==> src/rtl/cdb_complete_arbiter_pkg.sv <==
// Shared constants for the complete-stage CDB arbiter: slot count, FU
// index ordering, branch-mask widths and the default starvation limit.
package cdb_complete_arbiter_pkg;

  localparam int CDB_N            = 2;
  localparam int NUM_FU_TOTAL     = 4;
  localparam int B_MASK           = 4;  // branch-mask width carried by each instruction
  localparam int B_MASK_MASK      = B_MASK;
  localparam int CDB_STARVE_LIMIT = 4;

  // Lower index = higher base priority on the CDB.
  localparam int FU_IDX_MULT_BASE   = 0;
  localparam int FU_IDX_LDST_BASE   = 1;
  localparam int FU_IDX_ALU_BASE    = 2;
  localparam int FU_IDX_BRANCH_BASE = 3;

  typedef enum logic [1:0] {
    FU_MULT   = 2'(FU_IDX_MULT_BASE),
    FU_LDST   = 2'(FU_IDX_LDST_BASE),
    FU_ALU    = 2'(FU_IDX_ALU_BASE),
    FU_BRANCH = 2'(FU_IDX_BRANCH_BASE)
  } fu_kind_e;

  // Width of a saturating age counter that must be able to hold `limit`.
  function automatic int age_width(input int limit);
    return $clog2(limit + 1);
  endfunction

endpackage

==> src/rtl/cdb_complete_arbiter_if.sv <==
// FU-result / CDB-grant bundle between the FU output registers (master)
// and the complete-stage arbiter (slave).
interface cdb_complete_arbiter_if #(
  parameter int N      = cdb_complete_arbiter_pkg::CDB_N,
  parameter int NUM_FU = cdb_complete_arbiter_pkg::NUM_FU_TOTAL
) ();
  import cdb_complete_arbiter_pkg::*;

  logic [NUM_FU-1:0]             fu_req;
  logic [NUM_FU-1:0][B_MASK-1:0] fu_b_mask;
  logic [B_MASK_MASK-1:0]        b_mm_resolve;
  logic                          b_mm_mispred;

  logic [N-1:0][NUM_FU-1:0]      complete_gnt_bus;
  logic [NUM_FU-1:0]             fu_gnt;
  logic [NUM_FU-1:0]             fu_squash;
  logic [N-1:0]                  cdb_slot_valid;
  logic                          starve_active;

  modport master (
    output fu_req, fu_b_mask, b_mm_resolve, b_mm_mispred,
    input  complete_gnt_bus, fu_gnt, fu_squash, cdb_slot_valid, starve_active
  );

  modport slave (
    input  fu_req, fu_b_mask, b_mm_resolve, b_mm_mispred,
    output complete_gnt_bus, fu_gnt, fu_squash, cdb_slot_valid, starve_active
  );

endinterface

==> src/rtl/cdb_complete_arbiter_slot.sv <==
// Combinational N-of-M priority selector. Grants the lowest-index
// requesters into the top `avail` slots of an N-slot window, so that a
// second instance fed with "N minus earlier grants" continues filling
// exactly where the first left off and the two grant matrices can be ORed.
module cdb_slot_select #(
  parameter  int N  = 2,
  parameter  int M  = 4,
  localparam int CW = $clog2(N + 1)
) (
  input  logic [M-1:0]        req,
  input  logic [CW-1:0]       avail,
  output logic [N-1:0][M-1:0] gnt,
  output logic [CW-1:0]       cnt
);

  // Request i with rank r (number of lower-index requests) lands in slot
  // (N - avail) + r, if that slot exists.
  always_comb begin
    int run;
    int base;
    gnt  = '0;
    cnt  = '0;
    run  = 0;
    base = N - int'(avail);
    for (int i = 0; i < M; i++) begin
      if (req[i]) begin
        for (int k = 0; k < N; k++)
          if (k == base + run) gnt[k][i] = 1'b1;
        run++;
      end
    end
    for (int k = 0; k < N; k++) cnt = cnt + CW'(|gnt[k]);
  end

endmodule

==> src/rtl/cdb_complete_arbiter.sv <==
// Complete-stage CDB arbiter: shares N CDB slots among FU result ports
// using fixed priority by FU index, with starving requesters promoted
// ahead of everyone else and mispredict-squashed requests dropped.
module cdb_complete_arbiter
  import cdb_complete_arbiter_pkg::*;
#(
  parameter int N            = CDB_N,
  parameter int NUM_FU       = NUM_FU_TOTAL,
  parameter int STARVE_LIMIT = CDB_STARVE_LIMIT
) (
  input  logic                  clock,
  input  logic                  reset,
  cdb_complete_arbiter_if.slave bus
);

  localparam int AW = age_width(STARVE_LIMIT);
  localparam int CW = $clog2(N + 1);

  logic [NUM_FU-1:0]         squash, eff_req, starve, rest, gnt_any;
  logic [NUM_FU-1:0][AW-1:0] age;
  logic [N-1:0][NUM_FU-1:0]  gnt_s, gnt_r, gnt;
  logic [CW-1:0]             cnt_s, cnt_r, avail_r;
  logic [N-1:0]              slot_vld;

  // Per-FU squash and starvation qualification.
  for (genvar i = 0; i < NUM_FU; i++) begin : g_fu
    assign squash[i] = bus.fu_req[i] & bus.b_mm_mispred
                     & (|(bus.fu_b_mask[i] & bus.b_mm_resolve));
    assign starve[i] = eff_req[i] & (age[i] == AW'(STARVE_LIMIT));
  end

  assign eff_req = bus.fu_req & ~squash;
  assign rest    = eff_req & ~starve;

  // Starvers get first pick of the slots.
  cdb_slot_select #(.N(N), .M(NUM_FU)) u_sel_starve (
    .req   (starve),
    .avail (CW'(N)),
    .gnt   (gnt_s),
    .cnt   (cnt_s)
  );

  // Everyone else fills whatever the starvers left.
  assign avail_r = CW'(N) - cnt_s;

  cdb_slot_select #(.N(N), .M(NUM_FU)) u_sel_rest (
    .req   (rest),
    .avail (avail_r),
    .gnt   (gnt_r),
    .cnt   (cnt_r)
  );

  assign gnt = gnt_s | gnt_r;

  // Fold the slot grants per FU; slots fill contiguously so validity is a count compare.
  always_comb begin
    gnt_any  = '0;
    slot_vld = '0;
    for (int k = 0; k < N; k++) begin
      gnt_any     = gnt_any | gnt[k];
      slot_vld[k] = (int'(cnt_s) + int'(cnt_r)) > k;
    end
  end

  // Outputs are held at zero for as long as reset is asserted.
  assign bus.complete_gnt_bus = reset ? gnt            : '0;
  assign bus.fu_gnt           = reset ? gnt_any        : '0;
  assign bus.fu_squash        = reset ? squash         : '0;
  assign bus.cdb_slot_valid   = reset ? slot_vld       : '0;
  assign bus.starve_active    = reset ? (|starve)      : 1'b0;

  // Age: saturating count of consecutive losing cycles; any other outcome clears it.
  always_ff @(posedge clock or negedge reset) begin
    if (!reset) begin
      age <= '0;
    end else begin
      for (int i = 0; i < NUM_FU; i++) begin
        if (eff_req[i] && !gnt_any[i]) begin
          if (age[i] != AW'(STARVE_LIMIT)) age[i] <= age[i] + AW'(1);
        end else begin
          age[i] <= '0;
        end
      end
    end
  end

endmodule

==> src/flat_wrapper.sv <==
// flat-port wrapper written by rule: the top's interface ports become plain ports
module cdb_complete_arbiter_flat import cdb_complete_arbiter_pkg::*;
#(
  parameter int N            = CDB_N,
  parameter int NUM_FU       = NUM_FU_TOTAL,
  parameter int STARVE_LIMIT = CDB_STARVE_LIMIT
)
  (clock, reset, bus_fu_req, bus_fu_b_mask, bus_b_mm_resolve, bus_b_mm_mispred, bus_complete_gnt_bus, bus_fu_gnt, bus_fu_squash, bus_cdb_slot_valid, bus_starve_active);
  cdb_complete_arbiter_if #(.N(N), .NUM_FU(NUM_FU)) bus_i ();
  input  logic clock;
  input  logic reset;
  input wire logic [$bits(bus_i.fu_req)-1:0] bus_fu_req;
  input wire logic [$bits(bus_i.fu_b_mask)-1:0] bus_fu_b_mask;
  input wire logic [$bits(bus_i.b_mm_resolve)-1:0] bus_b_mm_resolve;
  input wire logic [$bits(bus_i.b_mm_mispred)-1:0] bus_b_mm_mispred;
  output wire logic [$bits(bus_i.complete_gnt_bus)-1:0] bus_complete_gnt_bus;
  output wire logic [$bits(bus_i.fu_gnt)-1:0] bus_fu_gnt;
  output wire logic [$bits(bus_i.fu_squash)-1:0] bus_fu_squash;
  output wire logic [$bits(bus_i.cdb_slot_valid)-1:0] bus_cdb_slot_valid;
  output wire logic [$bits(bus_i.starve_active)-1:0] bus_starve_active;
  assign bus_i.fu_req = bus_fu_req;
  assign bus_i.fu_b_mask = bus_fu_b_mask;
  assign bus_i.b_mm_resolve = bus_b_mm_resolve;
  assign bus_i.b_mm_mispred = bus_b_mm_mispred;
  assign bus_complete_gnt_bus = bus_i.complete_gnt_bus;
  assign bus_fu_gnt = bus_i.fu_gnt;
  assign bus_fu_squash = bus_i.fu_squash;
  assign bus_cdb_slot_valid = bus_i.cdb_slot_valid;
  assign bus_starve_active = bus_i.starve_active;
  cdb_complete_arbiter #(.N(N), .NUM_FU(NUM_FU), .STARVE_LIMIT(STARVE_LIMIT)) u_core (.clock(clock), .reset(reset), .bus(bus_i));
endmodule
==> config.mk <==
export PLATFORM = sky130hd
export DESIGN_NAME = cdb_complete_arbiter_flat
export DESIGN_NICKNAME = d
export VERILOG_FILES = /design/src/rtl/cdb_complete_arbiter_pkg.sv /design/src/rtl/cdb_complete_arbiter_if.sv /design/src/rtl/cdb_complete_arbiter_slot.sv /design/src/rtl/cdb_complete_arbiter.sv /design/src/flat_wrapper.sv
export SDC_FILE = /design/constraint.sdc
export NUM_CORES = 1
export LEC_CHECK = 0
export ABC_CLOCK_PERIOD_IN_PS = 6550
export CELL_PAD_IN_SITES_DETAIL_PLACEMENT = 1
export CELL_PAD_IN_SITES_GLOBAL_PLACEMENT = 2
export CORE_MARGIN = 2
export CORE_UTILIZATION = 34
export DETAILED_ROUTE_END_ITERATION = 16
export DONT_BUFFER_PORTS = 1
export MAX_ROUTING_LAYER = met4
export PLACE_DENSITY = 0.76
export SYNTH_ARGS = -nofsm -noshare
export SYNTH_HDL_FRONTEND = slang
export SYNTH_SLANG_ARGS = --single-unit
==> constraint.sdc <==
create_clock -name clock -period 6.55 [get_ports clock]
set_clock_uncertainty 0.1 [all_clocks]
set_input_delay 0.655 -clock clock [delete_from_list [all_inputs] [get_ports clock]]
set_output_delay 0.655 -clock clock [all_outputs]
set_load 0.005 [all_outputs]
==> flow_summary.ini, run 1 <==
[outcome]
status = completed

[synth]
ys_seq_elements = 12
syn_inst = 243
synth-async-reset-ratio_pct = 100
yosysWarnings = 0
synth_top_area_share_pct = 23.6
yosysTopAreaCell = ha_1
yosysUniqueCellTypes = 51
synth_edf_count = 0
synthFlopType = dfrtp_1
syn-num-nets = 312
ys_seq_area_share_pct = 15.3
syn_area_sq_mm = 0.00197
avgSynthCellArea_sq_um = 8.09
synth_area_leaders = ha_1, dfrtp_1, inv_1, a21oi_1, fa_1

[final_layout]
nNetsFinal = 355
final_cell_mix = buf_4, ha_1, nand2_1, inv_1, a21oi_1
final_area_sq_mm = 0.00261
final_common_cell = buf_4
max_flop_register = u_core.age
layout.cells.non_filler = 356
reg_top3 = u_core.age (12)
antenna_cells = 0
syn_to_final_growth_pct = 32.7
final_layout_size_suffix_gt1_share_pct = 32.4
postLayoutCoreUtil_pct = 47.1
largest_reg_flops = 12

[placement]
place_area_sq_mm = 0.00227
gp_congestion = 0.796
place_ws_ns = -0.155
io_buffers = 0
place_inst = 343
place.detailed.hpwl_um = 4750

[floorplan]
io_pins = 46
start_util_pct = 35.5
die-area_sq_mm = 0.00641
dieHeight_um = 80.0
row_count = 27
core_sq_mm = 0.00554
chipWidth_um = 80.0

[cts]
clock_sinks = 12
numCtsBuffers = 3
cts_tree = built
clock_path_buffers = 2
clk_pin_slew_ns = 0.05
ctsRootBufferMaster = clkbuf_8
insertion_delay_ns = 0.24
cts_max_level = 1

[routing]
via_per_inst = 5.39
wirelength_um = 6040
wire_per_inst_um = 17.0
vias = 1918
postRouteAntennaNets = 0
dr.pass1.iters = 4
route.detailed.drc = 0
dr.first_iter.drc_count = 49

[critical_path]
cp.required_ns = 5.79
end_kind = output port
worstSetupStartpointType = input port
crit_type = in2out
crit_fanout = 4
arrival_ns = 5.53

[grt]
gr-total-overflow = 0
grt_max_degree = 24
grt_pass1_vias = 1972
antenna_found_initial = 0
grt_usage_pct = 19.0
grt_pass1_wl_um = 9340

[power]
power.density_mw_per_mm2 = 87.9
peakVddDrop_uv = 65.6
p_leak_nw = 1.17

[sta]
final_critical_path_setup_slack_ns = 0.263
worstMarginPinSlew_ns = 0.614
max_freq_mhz = 159
period_share_pct = 96.0
setup_viol_count_final = 0
relSlewSlack_pct = 59.0
hold_viol = 0
slew_violations = 0
finalCriticalPeriod_ns = 6.29

[job]
maxCapViolCount = 0

[worst_hold_path]
worst_hold_path_type = reg2reg
## metrics by stage
| step | TNS [ns] | hold WS, ns | power [mW] |
|---|---|---|---|
| 2_1_floorplan | 0 | 0.259 | 0.128 |
| 3_3_place_gp | 0 | 0.260 | 0.146 |
| 3_5_place_dp | -0.281 | 0.260 | 0.147 |
| 4_1_cts | 0 | 0.00246 | 0.216 |
| 5_1_grt | -0.0902 | 0.515 | 0.246 |
| 6_report | 0 | 0.482 | 0.229 |
## worst max-delay path: stages
cell      delay (ns)
a22o_4          0.24
o21ai_2         0.14
and2_4          0.16
nor2b_4         0.19
ha_4            0.22
nand2_1         0.06
a21o_1          0.11
o211ai_1        0.08
buf_4           0.16
or2_1           0.22
o21a_1          0.24
ha_4            0.28
buf_4           0.14
ha_4            0.16
fa_2            0.32
inv_1           0.06
ha_1            0.11
or4b_4          0.46
a211oi_4        0.18
buf_4           0.15
nand4_1         0.11
o211ai_1        0.16
a21oi_2         0.07
fa_2            0.33
inv_1           0.06
ha_1            0.22
nor2_2          0.14
a21oi_2         0.07
## routing by layer
layer  wire length (um)  track usage, %  part of all wire, %
met5                  0               -                    0
met4                 39            4.07                 0.65
met3                161            1.58                  2.7
met2               3220            34.5                   53
met1               2620            22.9                   43
## what timing repair did
action / CTS / global route
pin swaps: 1 / 23
setup endpoints to repair: 2 / 2
gates resized for setup: 6 / 43
hold endpoints to repair: 0 / 12
hold buffers: 0 / 1
setup buffers: 2 / 7
## synth_stat cells, types with 2 or more instances
cell type,number
xnor2_1,2
nor3_1,9
clkbuf_1,2
o21ai_1,2
o2111a_1,3
o21ai_0,4
fa_1,5
nand2b_1,2
dfrtp_1,12
and2_1,6
nand2_1,24
ha_1,37
nand4_1,6
nand3b_1,2
nor2_1,20
a21oi_2,2
and3_1,4
a22oi_1,3
nor3b_1,2
a21oi_1,20
nand3_1,8
o21a_1,5
a22o_1,8
inv_1,27
o211ai_1,2
## final cells by class
| type | count | area [sq um] |
|---|---|---|
| inverter | 27 | 101 |
| clock buffer | 3 | 41.3 |
| tap | 72 | 90.1 |
| sequential | 12 | 300 |
| fill | 678 | 2930 |
| timing repair buffer | 42 | 334 |
| multi-input combinational | 200 | 1740 |
## where the power goes
part / internal [mW] / total, mW / switching [mW] / leakage, nW
Sequential: 0.0757 / 0.0770 / 0.00133 / 0.166
Combinational: 0.0406 / 0.0863 / 0.0457 / 0.982
Clock: 0.0404 / 0.0660 / 0.0256 / 0.0216
## final timing paths
| path | from | endpoint | slack, ns | depth (start not counted) |
|---|---|---|---|---|
| max in group asynchronous | reset | u_core.age[9] | 5.19 | 1 |
| hold / removal | u_core.age[0] | u_core.age[0] | 0.48 | 2 |
| setup / recovery | bus_fu_b_mask[2] | bus_cdb_slot_valid[0] | 0.26 | 28 |
| min in group asynchronous | reset | u_core.age[2] | 0.77 | 1 |
| setup reg to reg | u_core.age[6] | u_core.age[7] | 1.88 | 21 |
| hold reg to reg | u_core.age[0] | u_core.age[0] | 0.48 | 2 |
## logic make-up (layout without fill, tap and decap cells)
logic type	after synthesis	after routing	synth area share [%]
compound gates	61	61	23.7
simple gates	94	94	24.7
xor+xnor	3	3	1.34
buf+inv	31	72	6.37
fa+ha+maj	42	42	28.6
flops	12	12	15.3
Note: power is estimated with default switching activity, not from simulation.
==> run 2, diff against run 1 <==
- ABC_CLOCK_PERIOD_IN_PS: 6550 -> 5500
- CAP_MARGIN: not set -> 5
- GPL_TIMING_DRIVEN: not set -> 0
- clock period: 6.55 -> 5.5 ns (I/O delays scaled with it)
==> run 2 against run 1 <==
Effect of this change:
- the flow now finishes with violations (negative setup slack)
- flip-flop and latch count stayed put
- cell count is 2.5% lower
- total power is 28% higher
- combinational power is 36% higher
- critical path type unchanged
- critical endpoint unchanged
==> flow_summary.ini, run 2 (same netlist as run 1, synthesis figures left out) <==
[outcome]
status = finished, violations left
violations = negative setup slack

[cts]
clock_sinks = 12
cts_tree = built
ctsRootBufferMaster = clkbuf_8
insertion_delay_ns = 0.25
cts_max_level = 1
numCtsBuffers = 3
clock_path_buffers = 2
clk_pin_slew_ns = 0.05

[floorplan]
row_count = 27
io_pins = 46
die-area_sq_mm = 0.00641
core_sq_mm = 0.00554
chipWidth_um = 80.0
start_util_pct = 35.5
dieHeight_um = 80.0

[final_layout]
final_layout_size_suffix_gt1_share_pct = 36.0
antenna_cells = 0
nNetsFinal = 346
max_flop_register = u_core.age
largest_reg_flops = 12
syn_to_final_growth_pct = 36.3
multi_input_area_sq_mm = 0.00189
final_area_sq_mm = 0.00268
final_common_cell = ha_1
layout.cells.non_filler = 347
reg_top3 = u_core.age (12)
final_cell_mix = ha_1, buf_4, nand2_1, inv_1, nor2_1
seqCellArea_sq_um = 300
n_fill_cell = 653

[grt]
grt_usage_pct = 19.5
busiest_layer = met2
antenna_found_initial = 0
grt_pass1_wl_um = 9500
grt_pass1_vias = 1976
use_met2_pct = 31.9
gr-total-overflow = 0
grt_util_met1_pct = 26.2
grt_max_degree = 13
grt.met3_usage_pct = 2.94

[routing]
dr.pass1.iters = 4
dr.first_iter.drc_count = 31
via_per_inst = 5.55
postRouteAntennaNets = 0
route.detailed.drc = 0
wirelength_um = 6060
wire_per_inst_um = 17.5
vias = 1925

[critical_path]
end_kind = output port
path_delay_family = adder cells
crit_fanout = 5
worstSetupStartpointType = input port
cp_num_buf_inv = 4
cp.required_ns = 4.85
crit_type = in2out
r2r-start = u_core.age[6]
arrival_ns = 5.45
startpoint = bus_fu_b_mask[0]
cpPeakStageDelay_ns = 0.41
cp_common_cell = ha_4
slowest_stage = fa_2

[power]
p_leak_nw = 1.15
peakVddDrop_uv = 57.0
power.density_mw_per_mm2 = 110

[sta]
finalCriticalPeriod_ns = 6.10
final_critical_path_setup_slack_ns = -0.602
max_freq_mhz = 164
hold_viol = 0
worstMarginPinSlew_ns = 0.653
period_share_pct = 111
rsz0062_at_grt = yes
relSlewSlack_pct = 56.3
setup_viol_count_final = 5
slew_violations = 0

[placement]
gp_congestion = 0.806
place_area_sq_mm = 0.00215
place.detailed.hpwl_um = 4420
io_buffers = 0
place_inst = 315

[worst_hold_path]
worst_hold_path_type = in2reg
hold_start = bus_fu_req[2]

[job]
maxCapViolCount = 0
## run 2: changes by cell type in the layout (fill, tap and decap cells not counted), sizes merged
cell / change
buf: -11
clkbuf: +2
## run 2: layer usage
layer	vias up	share of wire [%]
li1	932	-
met1	962	46
met2	26	51
met3	5	2.8
met4	0	0.41
met5	-	0
## run 2: final timing paths
path / cells after the start / end / slack, ns
hold / removal: 2 / u_core.age[8] / 0.40
setup reg to reg: 22 / u_core.age[9] / 0.90
max in group asynchronous: 1 / u_core.age[8] / 4.21
setup / recovery: 28 / bus_cdb_slot_valid[0] / -0.60
min in group asynchronous: 1 / u_core.age[5] / 0.67
hold reg to reg: 2 / u_core.age[7] / 0.48
## run 2: what timing repair did
item,4_1_cts,5_1_grt
resized for setup,38,21
hold buffers,1,0
pin swaps,35,20
hold endpoints to repair,12,0
endpoints found under the setup margin,8,9
buffers inserted,25,7
## run 2: area by class of cell
type	count	share of cell area [%]
multi-input combinational	200	70.7
sequential	12	11.2
timing repair buffer	30	8.78
inverter	27	3.97
tap	72	3.36
clock buffer	3	1.54
buffer	3	0.467
## run 2: power breakdown
part	leakage (nW)	internal, mW	switching [mW]	total, mW
Combinational	0.962	0.0530	0.0640	0.117
Sequential	0.166	0.0900	0.00149	0.0915
Clock	0.0216	0.0485	0.0366	0.0851
Total	1.15	0.191	0.102	0.294
## run 2: through the flow
step / util (%) / hold WS, ns / setup TNS [ns] / setup WS (ns) / total power, mW
6_report: 48.4 / 0.400 / -1.45 / -0.602 / 0.294
5_1_grt: 48.4 / 0.403 / -2.58 / -0.837 / 0.310
4_1_cts: 45.9 / 0.389 / -1.58 / -0.620 / 0.285
3_5_place_dp: 38.8 / 0.155 / -4.39 / -1.27 / 0.174
3_3_place_gp: 38.8 / 0.155 / -3.90 / -1.20 / 0.173
2_1_floorplan: - / 0.154 / -0.885 / -0.452 / 0.157
